[src/rtl/morph_pkg.sv]
// Shared types and constants for the binary morphology filter.
package morph_pkg;

  typedef enum logic {
    MODE_ERODE  = 1'b0,
    MODE_DILATE = 1'b1
  } morph_mode_e;

  localparam int LAT = 3;

  function automatic int halfk(input int ksize);
    return (ksize - 1) / 2;
  endfunction

endpackage

[src/rtl/morph_line_buf.sv]
// Cascaded 1-bit line buffers sharing one address; bit i of a word holds the
// sample from i+1 lines above the current one.
module morph_line_buf #(
  parameter int DEPTH  = 640,
  parameter int NLINES = 2,
  parameter int AW     = (DEPTH > 1) ? $clog2(DEPTH) : 1
) (
  input  logic              clk,
  input  logic [AW-1:0]     addr_i,
  input  logic              we_i,
  input  logic              din_i,
  output logic [NLINES-1:0] taps_o
);

  logic [NLINES-1:0] mem [DEPTH];

  // Asynchronous read returns the old word, so the write below is read-before-write.
  assign taps_o = mem[addr_i];

  always_ff @(posedge clk) begin
    if (we_i) begin
      mem[addr_i] <= {mem[addr_i][NLINES-2:0], din_i};
    end
  end

endmodule

[src/rtl/morph_bin_filter.sv]
// Binary erode/dilate filter with a KSIZE x KSIZE square kernel, 3-cycle latency,
// neutral border masking and line-overflow detection.
module morph_bin_filter
  import morph_pkg::*;
#(
  parameter int IMG_W  = 640,
  parameter int KSIZE  = 3,
  parameter int DATA_W = 16
) (
  input  logic              clk,
  input  logic              rst_n,
  input  logic              mode_i,
  input  logic              vsync_i,
  input  logic              hsync_i,
  input  logic              data_en_i,
  input  logic [DATA_W-1:0] data_i,
  output logic              vsync_o,
  output logic              hsync_o,
  output logic              data_en_o,
  output logic [DATA_W-1:0] data_o,
  output logic              line_err_o
);

  localparam int AW    = (IMG_W > 1) ? $clog2(IMG_W) : 1;
  localparam int ROW_W = 12;
  localparam int NL    = KSIZE - 1;

  if (KSIZE != 3 && KSIZE != 5) begin : g_bad_ksize
    $error("morph_bin_filter: KSIZE must be 3 or 5");
  end

  // data_en_i is a valid-only strobe: there is no backpressure, every beat is consumed.
  logic                        vs_prev_q, vs_prev_d, en_prev_q, en_prev_d;
  morph_mode_e                 mode_q, mode_d;
  logic [AW-1:0]               col_q, col_d;
  logic [ROW_W-1:0]            row_q, row_d;
  logic                        full_q, full_d, err_seen_q, err_seen_d;
  logic                        line_err_q, line_err_d;
  logic [KSIZE-1:0][KSIZE-1:0] win_q, win_d;
  logic [AW-1:0]               col1_q, col1_d;
  logic [ROW_W-1:0]            row1_q, row1_d;
  morph_mode_e                 mode1_q, mode1_d, mode2_q, mode2_d;
  logic [KSIZE-1:0]            rowred_q, rowred_d;
  logic [DATA_W-1:0]           data_q, data_d;
  logic [LAT-1:0]              vs_dly_q, vs_dly_d, hs_dly_q, hs_dly_d, en_dly_q, en_dly_d;

  logic             vs_rise, en_fall, beat_wr, pix, red, tap_bit;
  morph_mode_e      cur_mode;
  logic [ROW_W-1:0] cur_row;
  logic [NL-1:0]    taps;
  logic [KSIZE-1:0] new_col;

  morph_line_buf #(
    .DEPTH  (IMG_W),
    .NLINES (NL),
    .AW     (AW)
  ) u_line_buf (
    .clk    (clk),
    .addr_i (col_q),
    .we_i   (beat_wr),
    .din_i  (pix),
    .taps_o (taps)
  );

  always_comb begin
    red      = 1'b0;
    tap_bit  = 1'b0;
    vs_rise  = vsync_i & ~vs_prev_q;
    en_fall  = ~data_en_i & en_prev_q;
    pix      = |data_i;
    beat_wr  = data_en_i & ~full_q;
    cur_mode = vs_rise ? morph_mode_e'(mode_i) : mode_q;
    cur_row  = vs_rise ? '0 : row_q;
    new_col  = {taps, pix};

    vs_prev_d = vsync_i;
    en_prev_d = data_en_i;
    mode_d    = cur_mode;

    row_d = cur_row;
    if (en_fall && !vs_rise && row_q != '1) row_d = row_q + ROW_W'(1);

    // Column saturates at IMG_W-1; full_q marks every later beat as excess.
    col_d      = col_q;
    full_d     = full_q;
    err_seen_d = err_seen_q;
    line_err_d = data_en_i & full_q & ~err_seen_q;
    if (en_fall) begin
      col_d      = '0;
      full_d     = 1'b0;
      err_seen_d = 1'b0;
    end else if (data_en_i) begin
      if (full_q)                       err_seen_d = 1'b1;
      else if (col_q == AW'(IMG_W - 1)) full_d     = 1'b1;
      else                              col_d      = col_q + AW'(1);
    end

    // Stage 1: win[r][c] is the sample r lines up and c columns left.
    win_d = win_q;
    if (data_en_i) begin
      for (int r = 0; r < KSIZE; r++) win_d[r] = {win_q[r][KSIZE-2:0], new_col[r]};
    end
    col1_d  = col_q;
    row1_d  = cur_row;
    mode1_d = cur_mode;

    // Stage 2: taps outside the image read as the neutral value of the operation.
    rowred_d = '0;
    for (int r = 0; r < KSIZE; r++) begin
      red = (mode1_q == MODE_ERODE);
      for (int c = 0; c < KSIZE; c++) begin
        tap_bit = (32'(col1_q) >= c && 32'(row1_q) >= r) ? win_q[r][c]
                                                          : (mode1_q == MODE_ERODE);
        red = (mode1_q == MODE_DILATE) ? (red | tap_bit) : (red & tap_bit);
      end
      rowred_d[r] = red;
    end
    mode2_d = mode1_q;

    // Stage 3
    data_d = '0;
    if (en_dly_q[1] && ((mode2_q == MODE_DILATE) ? |rowred_q : &rowred_q)) data_d = '1;

    vs_dly_d = {vs_dly_q[LAT-2:0], vsync_i};
    hs_dly_d = {hs_dly_q[LAT-2:0], hsync_i};
    en_dly_d = {en_dly_q[LAT-2:0], data_en_i};
  end

  always_ff @(posedge clk) begin
    if (!rst_n) begin
      vs_prev_q  <= 1'b0;
      en_prev_q  <= 1'b0;
      mode_q     <= MODE_ERODE;
      col_q      <= '0;
      row_q      <= '0;
      full_q     <= 1'b0;
      err_seen_q <= 1'b0;
      line_err_q <= 1'b0;
      win_q      <= '0;
      col1_q     <= '0;
      row1_q     <= '0;
      mode1_q    <= MODE_ERODE;
      mode2_q    <= MODE_ERODE;
      rowred_q   <= '0;
      data_q     <= '0;
      vs_dly_q   <= '0;
      hs_dly_q   <= '0;
      en_dly_q   <= '0;
    end else begin
      vs_prev_q  <= vs_prev_d;
      en_prev_q  <= en_prev_d;
      mode_q     <= mode_d;
      col_q      <= col_d;
      row_q      <= row_d;
      full_q     <= full_d;
      err_seen_q <= err_seen_d;
      line_err_q <= line_err_d;
      win_q      <= win_d;
      col1_q     <= col1_d;
      row1_q     <= row1_d;
      mode1_q    <= mode1_d;
      mode2_q    <= mode2_d;
      rowred_q   <= rowred_d;
      data_q     <= data_d;
      vs_dly_q   <= vs_dly_d;
      hs_dly_q   <= hs_dly_d;
      en_dly_q   <= en_dly_d;
    end
  end

  assign vsync_o    = vs_dly_q[LAT-1];
  assign hsync_o    = hs_dly_q[LAT-1];
  assign data_en_o  = en_dly_q[LAT-1];
  assign data_o     = data_q;
  assign line_err_o = line_err_q;

endmodule
[config.mk]
export PLATFORM = sky130hd
export DESIGN_NAME = morph_bin_filter
export DESIGN_NICKNAME = d
export VERILOG_FILES = /design/src/rtl/morph_pkg.sv /design/src/rtl/morph_line_buf.sv /design/src/rtl/morph_bin_filter.sv
export SDC_FILE = /design/constraint.sdc
export NUM_CORES = 2
export LEC_CHECK = 0
export CORE_MARGIN = 8
export CORE_UTILIZATION = 45
export CTS_BUF_LIST = sky130_fd_sc_hd__clkbuf_2
export DETAILED_ROUTE_END_ITERATION = 6
export HOLD_SLACK_MARGIN = 0.08
export PLACE_DENSITY = 0.59
export SYNTH_ARGS = -nofsm -noshare
export SYNTH_HDL_FRONTEND = slang
export SYNTH_SLANG_ARGS = --single-unit
[constraint.sdc]
create_clock -name clk -period 22.6 [get_ports clk]
set_clock_uncertainty 0.1 [all_clocks]
set_input_delay 4.52 -clock clk [delete_from_list [all_inputs] [get_ports clk]]
set_output_delay 4.52 -clock clk [all_outputs]
set_load 0.01 [all_outputs]
==> tab_implementation.tex <==
\begin{tabular}{lr}
\hline
Metric & Value \\
\hline
\multicolumn{2}{l}{\textbf{Synthesis}} \\
\quad Cell count after synthesis & roughly 3,200 \\
\quad Summed instance area of the synthesized netlist & roughly 56,000 sq um \\
\quad Number of nets in the synthesized netlist & 3,271 \\
\quad Avg Synthesized Cell Area & approximately 17 sq um \\
\quad Most common cell in the synthesized netlist & sky130\_fd\_sc\_hd\_\_edfxtp\_1 \\
\quad Count of unique library cells instantiated by Yosys & between 70 and 80 \\
\quad Flip-flop and latch count after synthesis & roughly 1,400 \\
\quad Fraction of synthesized cell area taken by the top area cell type & 0.691 \\
\quad Async set or reset register ratio after synthesis & 0 \\
\quad Post-synth top flop & sky130\_fd\_sc\_hd\_\_edfxtp\_1 \\
\quad Post-synth top cells & sky130\_fd\_sc\_hd\_\_edfxtp\_1 (1,280), sky130\_fd\_sc\_hd\_\_nor2\_1 (693), sky130\_fd\_sc\_hd\_\_mux4\_2 (308), sky130\_fd\_sc\_hd\_\_clkbuf\_1 (141), sky130\_fd\_sc\_hd\_\_nand2\_1 (106) \\
\quad Share of the yosys chip area belonging to registers & 0.720 \\
\quad Cell types occupying the most area after synthesis & sky130\_fd\_sc\_hd\_\_edfxtp\_1 (69\%), sky130\_fd\_sc\_hd\_\_mux4\_2 (12\%), sky130\_fd\_sc\_hd\_\_nor2\_1 (4.7\%), sky130\_fd\_sc\_hd\_\_dfxtp\_1 (2.9\%), sky130\_fd\_sc\_hd\_\_mux2i\_1 (1.7\%) \\
\quad Number of enable flip-flop cells after synthesis & 1,280 \\
\quad Synth area leader & sky130\_fd\_sc\_hd\_\_edfxtp\_1 \\
\quad Number of synthesis warnings & 0 \\
\multicolumn{2}{l}{\textbf{GRT}} \\
\quad Global-route wire length before repair & roughly 210 mm \\
\quad Remaining global-route overflow & 0 \\
\quad Antenna violations before repair & 4 \\
\quad Routing layer with the top usage in global route & met2 \\
\quad Aggregate global-route resource usage & 0.213 \\
\quad Met3 GRT Util & 0.0513 \\
\quad Largest net degree at the start of global routing & 129 \\
\quad Fraction of met2 tracks used by global routing & 0.338 \\
\quad Number of global-route vias before repair & 32,446 \\
\quad Met1 Use GR & 0.287 \\
\multicolumn{2}{l}{\textbf{Place}} \\
\quad Estimated wirelength of the detail-placed design & just under 90 mm \\
\quad GPL Wtd Cong & $\sim$0.87 \\
\quad Port buffer count & 41 \\
\quad Area of placed instances & around 57,000 sq um \\
\multicolumn{2}{l}{\textbf{Timing}} \\
\quad Total negative slack for setup checks & 0 ps \\
\quad Final min period & about 8400 ps \\
\quad Relative slew slack & 0.121 \\
\quad Unrepaired setup endpoints after global routing & false \\
\quad Period Utilization, post-route & 0.370 \\
\quad Number of setup violations in the final report & 0 \\
\quad Final Slew Violations & 0 \\
\quad Max Fclk & approximately 120 MHz \\
\quad Number of hold violations in the final report & 0 \\
\quad Transition time at the pin with the least slew margin & $\sim$1300 ps \\
\multicolumn{2}{l}{\textbf{Worst setup path}} \\
\quad Category of the worst setup path launch point & register \\
\quad Critical path type & reg -> reg \\
\quad Cells on worst reg2reg path & 12 \\
\quad RR Endpoint & u\_line\_buf.mem[252][1]\$\_DFFE\_PP\_ \\
\quad Kind of end point of the critical path & register \\
\quad Data arrival, critical path & between 9000 and 10,000 ps \\
\quad R2R Setup Slk & 14,230 ps \\
\quad Endpoint required time on the critical path & between 20,000 and 25,000 ps \\
\quad CP max FO & around 120 \\
\multicolumn{2}{l}{\textbf{Pwr}} \\
\quad Peak supply drop & between 0.00005 and 0.00006 V \\
\quad Power share of the clock group & 0.345 \\
\quad Net switching fraction of the power & 0.241 \\
\quad Fraction of power consumed by sequential logic & 0.610 \\
\quad Leakage power figure & slightly above 20 nW \\
\quad Switching power of the nets & between 1 and 1.5 mW \\
\quad Part of the total power dissipated in combinational logic & 0.045 \\
\quad Areal power density over the cells & $\sim$76 nW/um\^{}2 \\
\quad Internal & about 3.5 mW \\
\multicolumn{2}{l}{\textbf{CTS}} \\
\quad Clock buffers created by TritonCTS & approximately 360 \\
\quad CTS tree & built \\
\quad Clock sink total & 1,361 \\
\quad Worst-case clock buffer depth & 4 \\
\quad CTS root buffer & sky130\_fd\_sc\_hd\_\_clkbuf\_2 \\
\quad Clock-pin slew on the worst setup and hold paths & $\sim$110 ps \\
\quad Count of buffers added by post-CTS timing repair for setup & 0 \\
\quad Worst-Skew Late Latency & approximately 1600 ps \\
\quad Number of H-tree levels & 5 \\
\quad CTS-repair resized insts & 0 \\
\quad Hold buffer count at cts & 0 \\
\multicolumn{2}{l}{\textbf{Route}} \\
\quad Detailed-routing iteration count for the pre-antenna-repair pass & 5 \\
\quad Initial drt markers & around 3,300 \\
\quad DRC violations left & 0 \\
\quad DR WL/cell & about 27 um \\
\quad Number of nets with antenna violations after routing & 0 \\
\quad Via count & between 30,000 and 40,000 \\
\quad Drt total wl & $\sim$150 mm \\
\quad Vias per inst & slightly below 6 \\
\multicolumn{2}{l}{\textbf{Cells and area}} \\
\quad Layout cell share with drive strength beyond 1 & 0.256 \\
\quad Net count reported at finish & between 3,000 and 4,000 \\
\quad Filler cells & 10,393 \\
\quad FF+latch area & roughly 40,000 sq um \\
\quad Total non-filler cell area in the finished layout & between 60,000 and 70,000 sq um \\
\quad Layout area overhead & 7.90\% \\
\quad Total area of multi-input combinational cells & around 14,000 sq um \\
\multicolumn{2}{l}{\textbf{Hold path}} \\
\quad Worst hold path class & reg -> reg \\
\quad Min-Delay Startpoint & vs\_dly\_q[1]\$\_SDFF\_PN0\_ \\
\quad Sink of the worst hold path & vs\_dly\_q[2]\$\_SDFF\_PN0\_ \\
\quad Number of cells on the worst hold path & 1 \\
\multicolumn{2}{l}{\textbf{Job}} \\
\quad Max-capacitance violation count & 0 \\
\multicolumn{2}{l}{\textbf{Die}} \\
\quad Die Height & 368 um \\
\quad Core region area & 123,000 sq um \\
\quad Die area & 135,000 sq um \\
\quad Number of top-level pins & 42 \\
\quad Floorplan die width & 368 um \\
\quad Num rows & approximately 130 \\
\quad Initial standard-cell utilization of the core & 0.452 \\
\multicolumn{2}{l}{\textbf{Run status}} \\
\quad Outcome & completed \\
\hline
\end{tabular}
==> through the flow <==
| step | power [mW] | hold WS, ps | setup slack, ps | instances | util |
|---|---|---|---|---|---|
| after global placement | 3.03 | 323 | 13610 | 4746 | 0.464 |
| after floorplan | 3.02 | 299 | 4220 | 3244 | - |
| after global routing | 4.74 | 366 | 13380 | 5319 | 0.488 |
| after CTS | 4.60 | 343 | 14010 | 5318 | 0.487 |
| final | 4.55 | 349 | 14230 | 5319 | 0.488 |
| after detailed placement | 3.04 | 326 | 13270 | 4746 | 0.464 |
==> kinds of logic after synthesis <==
logic type,count (synthesis),synth area share
AO/OA/AOI/OAI,176,0.0215
XOR/XNOR,14,0.00220
adder cells (fa/ha/maj),5,0.00112
buffers and inverters,274,0.0298
flip-flops,1361,0.720
multiplexers,426,0.150
AND/OR/NAND/NOR,988,0.0750
==> power groups by stage <==
| stage | clock network [mW] | registers, mW | logic, mW |
|---|---|---|---|
| 5_1_grt | 1.74 | 2.78 | 0.220 |
| 2_1_floorplan | 0 | 2.86 | 0.160 |
| 3_3_place_gp | 0 | 2.83 | 0.204 |
| 4_1_cts | 1.62 | 2.77 | 0.209 |
| 3_5_place_dp | 0 | 2.83 | 0.209 |
| 6_report | 1.57 | 2.77 | 0.206 |
==> placed cells by master, fill, tap and decap left out, types with 17 or more instances in the layout <==
master and count:
sky130_fd_sc_hd__nor2b_1 17, sky130_fd_sc_hd__and3_1 29, sky130_fd_sc_hd__nand2_1 103, sky130_fd_sc_hd__edfxtp_1 1280, sky130_fd_sc_hd__buf_4 85, sky130_fd_sc_hd__a22oi_1 17
sky130_fd_sc_hd__dfxtp_1 76, sky130_fd_sc_hd__o22ai_1 30, sky130_fd_sc_hd__nor2_1 693, sky130_fd_sc_hd__nand3_1 25, sky130_fd_sc_hd__clkbuf_2 504, sky130_fd_sc_hd__clkinv_1 53
sky130_fd_sc_hd__mux2i_1 96, sky130_fd_sc_hd__a21oi_1 25, sky130_fd_sc_hd__o21ai_0 33, sky130_fd_sc_hd__mux4_2 308, sky130_fd_sc_hd__nor3_1 24, sky130_fd_sc_hd__clkdlybuf4s50_1 41
sky130_fd_sc_hd__and2_1 27
==> critical path: stages, from the launching register on <==
cell and delay (ps):
sky130_fd_sc_hd__dfxtp_4 700, sky130_fd_sc_hd__buf_4 620, sky130_fd_sc_hd__buf_4 780, sky130_fd_sc_hd__buf_4 660, sky130_fd_sc_hd__mux4_2 390, sky130_fd_sc_hd__o22ai_1 100, sky130_fd_sc_hd__a2111oi_2 370, sky130_fd_sc_hd__a21oi_1 210
sky130_fd_sc_hd__o31a_1 380, sky130_fd_sc_hd__or4_4 570, sky130_fd_sc_hd__nand2_4 840, sky130_fd_sc_hd__buf_4 900, sky130_fd_sc_hd__buf_4 990
==> worst max path at each step <==
| stage | cells after the start | endpoint | slack [ps] |
|---|---|---|---|
| final | 12 | u_line_buf.mem[252][1]$_DFFE_PP_ | 14230 |
| after global routing | 13 | u_line_buf.mem[570][1]$_DFFE_PP_ | 13380 |
| after CTS | 13 | u_line_buf.mem[570][1]$_DFFE_PP_ | 14010 |
| after detailed placement | 7 | u_line_buf.mem[309][0]$_DFFE_PP_ | 13270 |
| after global placement | 7 | u_line_buf.mem[308][0]$_DFFE_PP_ | 13610 |
| after floorplan | 2 | u_line_buf.mem[0][0]$_DFFE_PP_ | 4220 |
==> per-layer routing <==
| metal | part of all wire | vias up |
|---|---|---|
| met5 | 0 | - |
| met1 | 0.40 | 16201 |
| met3 | 0.086 | 246 |
| li1 | - | 13202 |
| met2 | 0.48 | 1477 |
| met4 | 0.031 | 0 |
==> final cells by class <==
type,instances,share of cell area
inverter,12,0.000792
tap,1637,0.0341
timing repair buffer,127,0.0178
antenna,1,0.0000417
clock buffer,504,0.0420
multi-input combinational,1609,0.232
clock inverter,68,0.00536
sequential,1361,0.667
==> flip-flops by register name, summed over array words and instances (netlist names), named ones only <==
signal          count
vs_dly_q            3
en_dly_q            3
mode2_q             1
col1_d             10
win_q               9
row1_q             12
col1_q             10
line_err_o          1
rowred_q            3
err_seen_q          1
full_q              1
mode1_q             1
data_o              1
u_line_buf.mem   1280
row_q              12
hs_dly_q            3
Note: power is estimated with default switching activity, not from simulation.
